## config.mk

```make
export PLATFORM = sky130hd
export DESIGN_NAME = weighted_centroid
export DESIGN_NICKNAME = d
export VERILOG_FILES = /design/src/rtl/weighted_centroid_pkg.sv /design/src/rtl/wc_seq_div.sv /design/src/rtl/weighted_centroid.sv
export SDC_FILE = /design/constraint.sdc
export NUM_CORES = 2
export LEC_CHECK = 0
export CAP_MARGIN = 20
export CORE_MARGIN = 2
export CORE_UTILIZATION = 59
export DETAILED_ROUTE_END_ITERATION = 10
export HOLD_SLACK_MARGIN = 0.12
export PLACE_DENSITY = 0.78
export SLEW_MARGIN = 25
export SYNTH_ARGS = -nofsm -noshare
export SYNTH_HDL_FRONTEND = slang
export SYNTH_SLANG_ARGS = --single-unit
export TNS_END_PERCENT = 1
```

## constraint.sdc

```tcl
create_clock -name CLK -period 9.49 [get_ports CLK]
set_clock_uncertainty 0.2 [all_clocks]
set_input_delay 2.3725 -clock CLK [delete_from_list [all_inputs] [get_ports CLK]]
set_output_delay 2.3725 -clock CLK [all_outputs]
set_load 0.01 [all_outputs]
```

## src/rtl/weighted_centroid_pkg.sv

```systemverilog
// Shared types and width helpers for the weighted-centroid engine.
// The derived constants describe the default build (N_PTS=3, DATA_W=17).
package weighted_centroid_pkg;

   function automatic int clog2(input int value);
      int r = 0;
      int v = value - 1;
      while (v > 0) begin
         r++;
         v = v >> 1;
      end
      return r;
   endfunction

   localparam int N_PTS_DEF  = 3;
   localparam int DATA_W_DEF = 17;
   localparam int LOG_N      = clog2(N_PTS_DEF);
   localparam int SUMW_W     = DATA_W_DEF + LOG_N;
   localparam int ACC_W      = 2 * DATA_W_DEF + LOG_N;

   typedef enum logic [2:0] {LOAD, DIV_X, DIV_Y, OUT_X, OUT_Y} state_e;

endpackage

```

## src/rtl/wc_seq_div.sv

```systemverilog
// Restoring divider, one quotient bit per cycle, first bit resolved on the start edge.
// The caller guarantees the quotient fits in Q_W bits, so only the top R_W dividend bits seed the remainder.
module wc_seq_div
   import weighted_centroid_pkg::*;
#(
   parameter int DVD_W = ACC_W,
   parameter int Q_W   = DATA_W_DEF
) (
   input  logic                 clk,
   input  logic                 rst_n,
   input  logic                 start,
   input  logic [DVD_W-1:0]     dividend,
   input  logic [DVD_W-Q_W-1:0] divisor,
   output logic                 busy,
   output logic                 done,
   output logic [Q_W-1:0]       quotient,
   output logic                 div0
);
   localparam int R_W   = DVD_W - Q_W;
   localparam int CNT_W = clog2(Q_W);

   logic [R_W-1:0]   rem_q, rem_d, rem_src, dsr_q, dsr_d, dsr_src, diff;
   logic [Q_W-1:0]   low_q, low_d, quo_q, quo_d;
   logic [CNT_W-1:0] cnt_q, cnt_d;
   logic             zero_q, zero_d, done_q, done_d, bit_src, fits;
   logic [R_W:0]     trial;

   // NOTE: every variable driven here gets a default before any branch, so no latch is inferred.
   always_comb begin
      rem_src = start ? dividend[DVD_W-1:Q_W] : rem_q;
      bit_src = start ? dividend[Q_W-1] : low_q[Q_W-1];
      dsr_src = start ? divisor : dsr_q;
      trial   = {rem_src, bit_src};
      fits    = trial >= {1'b0, dsr_src};
      diff    = trial[R_W-1:0] - dsr_src;

      rem_d  = rem_q;
      low_d  = low_q;
      quo_d  = quo_q;
      dsr_d  = dsr_q;
      zero_d = zero_q;
      cnt_d  = cnt_q;
      done_d = 1'b0;
      if (start) begin
         rem_d  = fits ? diff : trial[R_W-1:0];
         low_d  = {dividend[Q_W-2:0], 1'b0};
         quo_d  = {{(Q_W-1){1'b0}}, fits};
         dsr_d  = divisor;
         zero_d = (divisor == '0);
         cnt_d  = CNT_W'(Q_W - 1);
      end else if (busy) begin
         rem_d  = fits ? diff : trial[R_W-1:0];
         low_d  = {low_q[Q_W-2:0], 1'b0};
         quo_d  = {quo_q[Q_W-2:0], fits};
         cnt_d  = cnt_q - CNT_W'(1);
         done_d = (cnt_q == CNT_W'(1));
      end
   end

   // NOTE: state registers use non-blocking assignments so every flop samples pre-edge values.
   always_ff @(posedge clk or negedge rst_n) begin
      if (!rst_n) begin
         rem_q  <= '0;
         low_q  <= '0;
         quo_q  <= '0;
         dsr_q  <= '0;
         zero_q <= 1'b0;
         cnt_q  <= '0;
         done_q <= 1'b0;
      end else begin
         rem_q  <= rem_d;
         low_q  <= low_d;
         quo_q  <= quo_d;
         dsr_q  <= dsr_d;
         zero_q <= zero_d;
         cnt_q  <= cnt_d;
         done_q <= done_d;
      end
   end

   assign busy     = (cnt_q != '0);
   assign done     = done_q;
   assign quotient = zero_q ? '0 : quo_q;
   assign div0     = zero_q;

endmodule

```

## src/rtl/weighted_centroid.sv

```systemverilog
// Streaming weighted centroid: N points then N weights in, floor(sum(w*x)/sum(w)) and
// floor(sum(w*y)/sum(w)) out as two beats, with one divider shared between the axes.
module weighted_centroid
   import weighted_centroid_pkg::*;
#(
   parameter int N_PTS  = N_PTS_DEF,
   parameter int DATA_W = DATA_W_DEF
) (
   input  logic              CLK,
   input  logic              RESET_N,
   input  logic [DATA_W-1:0] IN_DATA,
   input  logic              IN_VALID,
   output logic              IN_READY,
   output logic [DATA_W-1:0] OUT_DATA,
   output logic              OUT_VALID,
   output logic              OUT_DIV0
);
   localparam int LN    = clog2(N_PTS);
   localparam int SW_W  = DATA_W + LN;
   localparam int AW    = 2 * DATA_W + LN;
   localparam int CNT_W = clog2(3 * N_PTS);
   localparam logic [CNT_W-1:0] LAST_WORD = CNT_W'(3 * N_PTS - 1);
   localparam logic [CNT_W-1:0] FIRST_WT  = CNT_W'(2 * N_PTS);

   state_e              state_q, state_d;
   logic [CNT_W-1:0]    cnt_q, cnt_d;
   logic [DATA_W-1:0]   xs_q [N_PTS];
   logic [DATA_W-1:0]   ys_q [N_PTS];
   logic [AW-1:0]       acc_x_q, acc_x_d, acc_y_q, acc_y_d, div_dvd;
   logic [SW_W-1:0]     sum_w_q, sum_w_d, div_dsr;
   logic [DATA_W-1:0]   quot_x_q, div_quot, out_data_q, out_data_d;
   logic                ready_q, ready_d, out_valid_q, out_valid_d, out_div0_q, out_div0_d;
   logic                accept, last_accept, is_weight;
   logic                div_start, div_busy, div_done, div_zero;
   logic [LN-1:0]       pt_idx, w_idx;
   logic [2*DATA_W-1:0] prod_x, prod_y;

   always_comb begin
      accept      = IN_VALID && ready_q;
      last_accept = accept && (cnt_q == LAST_WORD);
      is_weight   = (cnt_q >= FIRST_WT);
      pt_idx      = LN'(cnt_q >> 1);
      w_idx       = LN'(cnt_q - FIRST_WT);
      prod_x      = {{DATA_W{1'b0}}, IN_DATA} * {{DATA_W{1'b0}}, xs_q[w_idx]};
      prod_y      = {{DATA_W{1'b0}}, IN_DATA} * {{DATA_W{1'b0}}, ys_q[w_idx]};

      cnt_d   = cnt_q;
      acc_x_d = acc_x_q;
      acc_y_d = acc_y_q;
      sum_w_d = sum_w_q;
      if (accept) begin
         cnt_d = last_accept ? '0 : cnt_q + CNT_W'(1);
         if (cnt_q == '0) begin
            acc_x_d = '0;
            acc_y_d = '0;
            sum_w_d = '0;
         end else if (is_weight) begin
            acc_x_d = acc_x_q + AW'(prod_x);
            acc_y_d = acc_y_q + AW'(prod_y);
            sum_w_d = sum_w_q + SW_W'(IN_DATA);
         end
      end
   end

   // The x division starts on the last-weight edge, so it reads the accumulators' next values.
   always_comb begin
      div_start = last_accept || ((state_q == DIV_X) && div_done && !div_busy);
      div_dvd   = (state_q == LOAD) ? acc_x_d : acc_y_q;
      div_dsr   = (state_q == LOAD) ? sum_w_d : sum_w_q;

      state_d = state_q;
      case (state_q)
         LOAD:    if (last_accept) state_d = DIV_X;
         DIV_X:   if (div_done) state_d = DIV_Y;
         DIV_Y:   if (div_done) state_d = OUT_X;
         OUT_X:   state_d = OUT_Y;
         OUT_Y:   state_d = LOAD;
         default: state_d = LOAD;
      endcase

      // Ready reopens one cycle after re-entering LOAD, keeping it low during the y beat.
      ready_d     = (state_d == LOAD) && (state_q == LOAD);
      out_valid_d = (state_q == OUT_X) || (state_q == OUT_Y);
      out_data_d  = '0;
      out_div0_d  = 1'b0;
      if (state_q == OUT_X) begin
         out_data_d = quot_x_q;
         out_div0_d = div_zero;
      end else if (state_q == OUT_Y) begin
         out_data_d = div_quot;
         out_div0_d = div_zero;
      end
   end

   wc_seq_div #(.DVD_W(AW), .Q_W(DATA_W)) u_div (
      .clk      (CLK),
      .rst_n    (RESET_N),
      .start    (div_start),
      .dividend (div_dvd),
      .divisor  (div_dsr),
      .busy     (div_busy),
      .done     (div_done),
      .quotient (div_quot),
      .div0     (div_zero)
   );

   always_ff @(posedge CLK or negedge RESET_N) begin
      if (!RESET_N) begin
         state_q     <= LOAD;
         cnt_q       <= '0;
         acc_x_q     <= '0;
         acc_y_q     <= '0;
         sum_w_q     <= '0;
         quot_x_q    <= '0;
         ready_q     <= 1'b1;
         out_valid_q <= 1'b0;
         out_data_q  <= '0;
         out_div0_q  <= 1'b0;
         // NOTE: coordinate storage is only a few registers, so it is reset with everything else.
         for (int i = 0; i < N_PTS; i++) begin
            xs_q[i] <= '0;
            ys_q[i] <= '0;
         end
      end else begin
         state_q     <= state_d;
         cnt_q       <= cnt_d;
         acc_x_q     <= acc_x_d;
         acc_y_q     <= acc_y_d;
         sum_w_q     <= sum_w_d;
         ready_q     <= ready_d;
         out_valid_q <= out_valid_d;
         out_data_q  <= out_data_d;
         out_div0_q  <= out_div0_d;
         if ((state_q == DIV_X) && div_done) quot_x_q <= div_quot;
         if (accept && !is_weight) begin
            if (cnt_q[0]) ys_q[pt_idx] <= IN_DATA;
            else          xs_q[pt_idx] <= IN_DATA;
         end
      end
   end

   assign IN_READY  = ready_q;
   assign OUT_DATA  = out_data_q;
   assign OUT_VALID = out_valid_q;
   assign OUT_DIV0  = out_div0_q;

endmodule

```

==> metrics.md <==
| Metric | Value |
|---|---|
| Total number of nets in the final design | 4893 |
| Placed cell count | 4829 |
| Global-route usage over all layers | 32.0% |
| Hold Path Cell Cnt | 2 |
| Mean cell area of the mapped netlist | 9.22 um^2 |
| Worst reg2reg startpoint | cnt_q[1] |
| Library cell with the largest summed area after synthesis | sky130_fd_sc_hd__fa_1 |
| Arithmetic-cell share of the synthesized area counting full adders, half adders and majority gates | 37.7% |
| Hold Crit Endpoint | quot_x_q[14] |
| Post-route minimum period | 10.29 ns |
| Mux cell area share after synthesis | 4.93% |
| Fmax achieved | 0.0971 GHz |
| Number of endpoints failing setup at the final stage | 20 |
| Number of max-slew violations in the final report | 0 |
| Iteration-0 DRC Markers | 2400 |
| CTS Buffer Depth | 3 |
| Final worst-path setup slack | -0.804 ns |
| TritonCTS clock tree | yes |
| Number of distinct library cell variants in the gate-level netlist after synthesis | 83 |
| DRC violation count after routing | 0 |
| Antenna violations before repair | 3 |
| Count of boundary I/O pins | 40 |
| DP Area | 0.0392 mm^2 |
| Number of filler cells placed in the layout | 4440 |
| Overflow left after global routing | 0 |
| Die extent in x | 252 um |
| Largest net degree at the start of global routing | 175 |
| Share of final-layout standard cells stronger than drive strength 1 | 13.1% |
| Clock H-tree levels | 2 |
| Die Footprint | 0.0633 mm^2 |
| Post-DR wirelength/cell | 19.7 um |
| Status | finished, violations left |
| Core region area | 0.0605 mm^2 |
| Violated checks | negative setup slack |
| Dominant register cell in the synthesized netlist | sky130_fd_sc_hd__dfrtp_1 |
| Number of maximum-capacitance constraint violations | 0 |
| Final cycle utilization of the critical path | 108% |
| Routability cong. | 0.959 |
| Wire length of the first global-routing pass | 160000 um |
| Final Routed Wirelength | 96900 um |
| Number of sinks handled by clock tree synthesis | 315 |
| Area contributors post-synth | sky130_fd_sc_hd__fa_1 (29%), sky130_fd_sc_hd__dfrtp_1 (22%), sky130_fd_sc_hd__ha_1 (9.0%) |
| Number of buffers added by the clock tree synthesis step | 37 |
| Height of the die | 252 um |
| Routed via count divided by cell count | 5.80 |
| Routed Antenna Nets | 0 |
| Total negative setup slack | -14.79 ns |
| Peak per-stage delay on the critical path | 0.55 ns |
| Area Growth Syn to Fin | 12.7% |
| Worst EP required | 9.77 ns |
| Share of synthesized flip-flops with an asynchronous set or reset | 100% |
| Leading cell type in the layout, fill and taps excluded | sky130_fd_sc_hd__inv_1 |
| Critical Path Start Type | input pin |
| Relative slew margins | 31.5% |
| Combinational family with the most area after synthesis | adder cells |
| Reg2reg end | u_div.rem_q[15] |
| Placed wire-length estimate after detailed placement | 73900 um |
| CTS Root Cell | sky130_fd_sc_hd__clkbuf_16 |
| Number of flops mapped to enable cells by yosys | 0 |
| Kind of end point of the critical path | flop |
| Post-layout instance count excluding filler cells | 4907 |
| Core Rows | 90 |
| Portion of the post-synthesis area used by sequential elements | 21.8% |
| Proportion of netlist area held by the largest area contributor | 28.7% |
| Later-pin clock latency in the skew report | 0.61 ns |
| Simple-gate share of the synthesized area | 14.3% |
| Slew at the pin closest to its max-slew limit | 1.02 ns |
| Logic depth of the worst register-to-register path | 39 |
| Syn Nets | 4718 |
| Unrepaired setup endpoints after global routing | yes |
| Cell type of the slowest stage on the worst timing path | sky130_fd_sc_hd__fa_1 |
| Worst Hold Launch | quot_x_q[14] |
| Cells after Synth | 3921 |
| Initial standard-cell utilization of the core | 59.8% |
| R2r setup slk | -0.11 ns |
| Compound-Gate Fraction of Synth Area | 9.72% |
| Synth Warn # | 0 |
| Total of buffers placed on input and output ports | 39 |
| Design area | 0.0407 mm^2 |
| Most prevalent standard cell on the critical path | sky130_fd_sc_hd__fa_1 |
| Classification of the worst-slack hold path | reg2reg |
| Number of register bits inferred by synthesis | 315 |
| Type of the setup path with the least slack | in2reg |
| Largest fanout on the critical path | 11 |
| Final hold viol count | 0 |
| Number of iterations in the first detailed-routing pass | 6 |
| Arrival @ worst endpoint | 10.58 ns |
| Via count of the first global-routing pass | 30200 |
| Highest-count cells in the layout ignoring fill and taps | sky130_fd_sc_hd__inv_1 (723), sky130_fd_sc_hd__nand2_1 (596), sky130_fd_sc_hd__fa_1 (515) |
| Xor and xnor fraction of the mapped netlist area | 1.96% |
| Synth Cell Area | 0.0361 mm^2 |
| Clock Pin Slew Worst Setup and Hold Paths | 0.06 ns |
| Vias after detailed routing | 28400 |
[critical path: cells and delay by family]
kind | cells | cell delay [ns]
mux | 1 | 0.13
simple gates | 7 | 1.53
fa+ha+maj | 8 | 3.60
buf+inv | 8 | 0.79
compound gates | 11 | 2.15
[flip-flops by register name, indices dropped and copies added, names as in the netlist]
| register | count |
|---|---|
| xs_q | 51 |
| ys_q | 51 |
| acc_x_q | 36 |
| acc_y_q | 36 |
| sum_w_q | 19 |
| u_div.dsr_q | 19 |
| u_div.rem_q | 19 |
| OUT_DATA | 17 |
| quot_x_q | 17 |
| u_div.quo_q | 17 |
| u_div.low_q | 16 |
| u_div.cnt_q | 5 |
| cnt_q | 4 |
| state_q | 3 |
| IN_READY | 1 |
| OUT_DIV0 | 1 |
| OUT_VALID | 1 |
| u_div.div0 | 1 |
| u_div.done | 1 |
[how the worst max path moves through the flow]
stage	from	end	slack (ns)
finish	IN_DATA[10]	u_div.rem_q[15]	-0.80
global route	IN_DATA[10]	u_div.rem_q[6]	-1.13
CTS	IN_DATA[4]	u_div.rem_q[15]	-0.70
detailed placement	IN_DATA[1]	u_div.rem_q[8]	-1.47
global placement	IN_DATA[1]	u_div.quo_q[0]	-1.32
floorplan	IN_DATA[13]	u_div.rem_q[0]	-0.62
[layer usage]
layer,global-route usage [%],wire length [um],vias up
li1,-,-,12700
met1,42.2,38500,14300
met2,51.1,44700,1178
met3,5.95,8180,287
met4,16.1,5430,2
met5,0,10,-
[per-stage QoR]
| step | setup WS (ns) | util (%) | hold slack (ns) |
|---|---|---|---|
| floorplan | -0.620 | - | 0.245 |
| global placement | -1.32 | 64.8 | 0.262 |
| detailed placement | -1.47 | 64.8 | 0.271 |
| CTS | -0.696 | 67.2 | 0.284 |
| finish | -0.804 | 67.3 | 0.283 |
| global route | -1.13 | 67.3 | 0.315 |
[synth_stat cells (14+ instances only)]
library cell and n:
sky130_fd_sc_hd__a211oi_1 14, sky130_fd_sc_hd__a21o_1 42, sky130_fd_sc_hd__a21oi_1 120, sky130_fd_sc_hd__a22o_1 47, sky130_fd_sc_hd__and2_1 230, sky130_fd_sc_hd__buf_1 18, sky130_fd_sc_hd__clkbuf_1 171, sky130_fd_sc_hd__dfrtp_1 314
sky130_fd_sc_hd__fa_1 518, sky130_fd_sc_hd__ha_1 259, sky130_fd_sc_hd__inv_1 728, sky130_fd_sc_hd__mux2_2 100, sky130_fd_sc_hd__mux2i_1 61, sky130_fd_sc_hd__nand2_1 597, sky130_fd_sc_hd__nand2b_1 38, sky130_fd_sc_hd__nand3_1 32
sky130_fd_sc_hd__nor2_1 110, sky130_fd_sc_hd__nor3_1 30, sky130_fd_sc_hd__o21ai_0 130, sky130_fd_sc_hd__o21ai_1 38, sky130_fd_sc_hd__o22ai_1 39, sky130_fd_sc_hd__or3_1 16, sky130_fd_sc_hd__xnor2_1 47, sky130_fd_sc_hd__xor2_1 34
[timing repair]
item	in CTS	in global routing
hold buffers	0	0
endpoints found under the setup margin	20	20
resized for setup	47	9
pin swaps	32	7
buffers inserted	8	1
[kinds of logic (layout without fill, tap and decap cells)]
logic type | Yosys count | after routing
adder cells (fa/ha/maj) | 777 | 777
buffers and inverters | 924 | 1126
AND/OR/NAND/NOR | 1111 | 1111
XOR/XNOR | 81 | 81
other | 0 | 2
AO/OA/AOI/OAI | 548 | 548
multiplexers | 165 | 165
flip-flops | 315 | 315
[cell type report]
class	count	area, um^2	area share (%)
antenna	2	5.00	0.0123
clock buffer	44	952	2.34
clock inverter	22	327	0.802
inverter	730	2740	6.73
multi-input combinational	2682	25000	61.5
sequential	315	7890	19.4
tap	782	978	2.40
timing repair buffer	330	2810	6.89
Power is not shown: default switching activity piles up to over one toggle a cycle in this logic, so the estimate is an artifact.
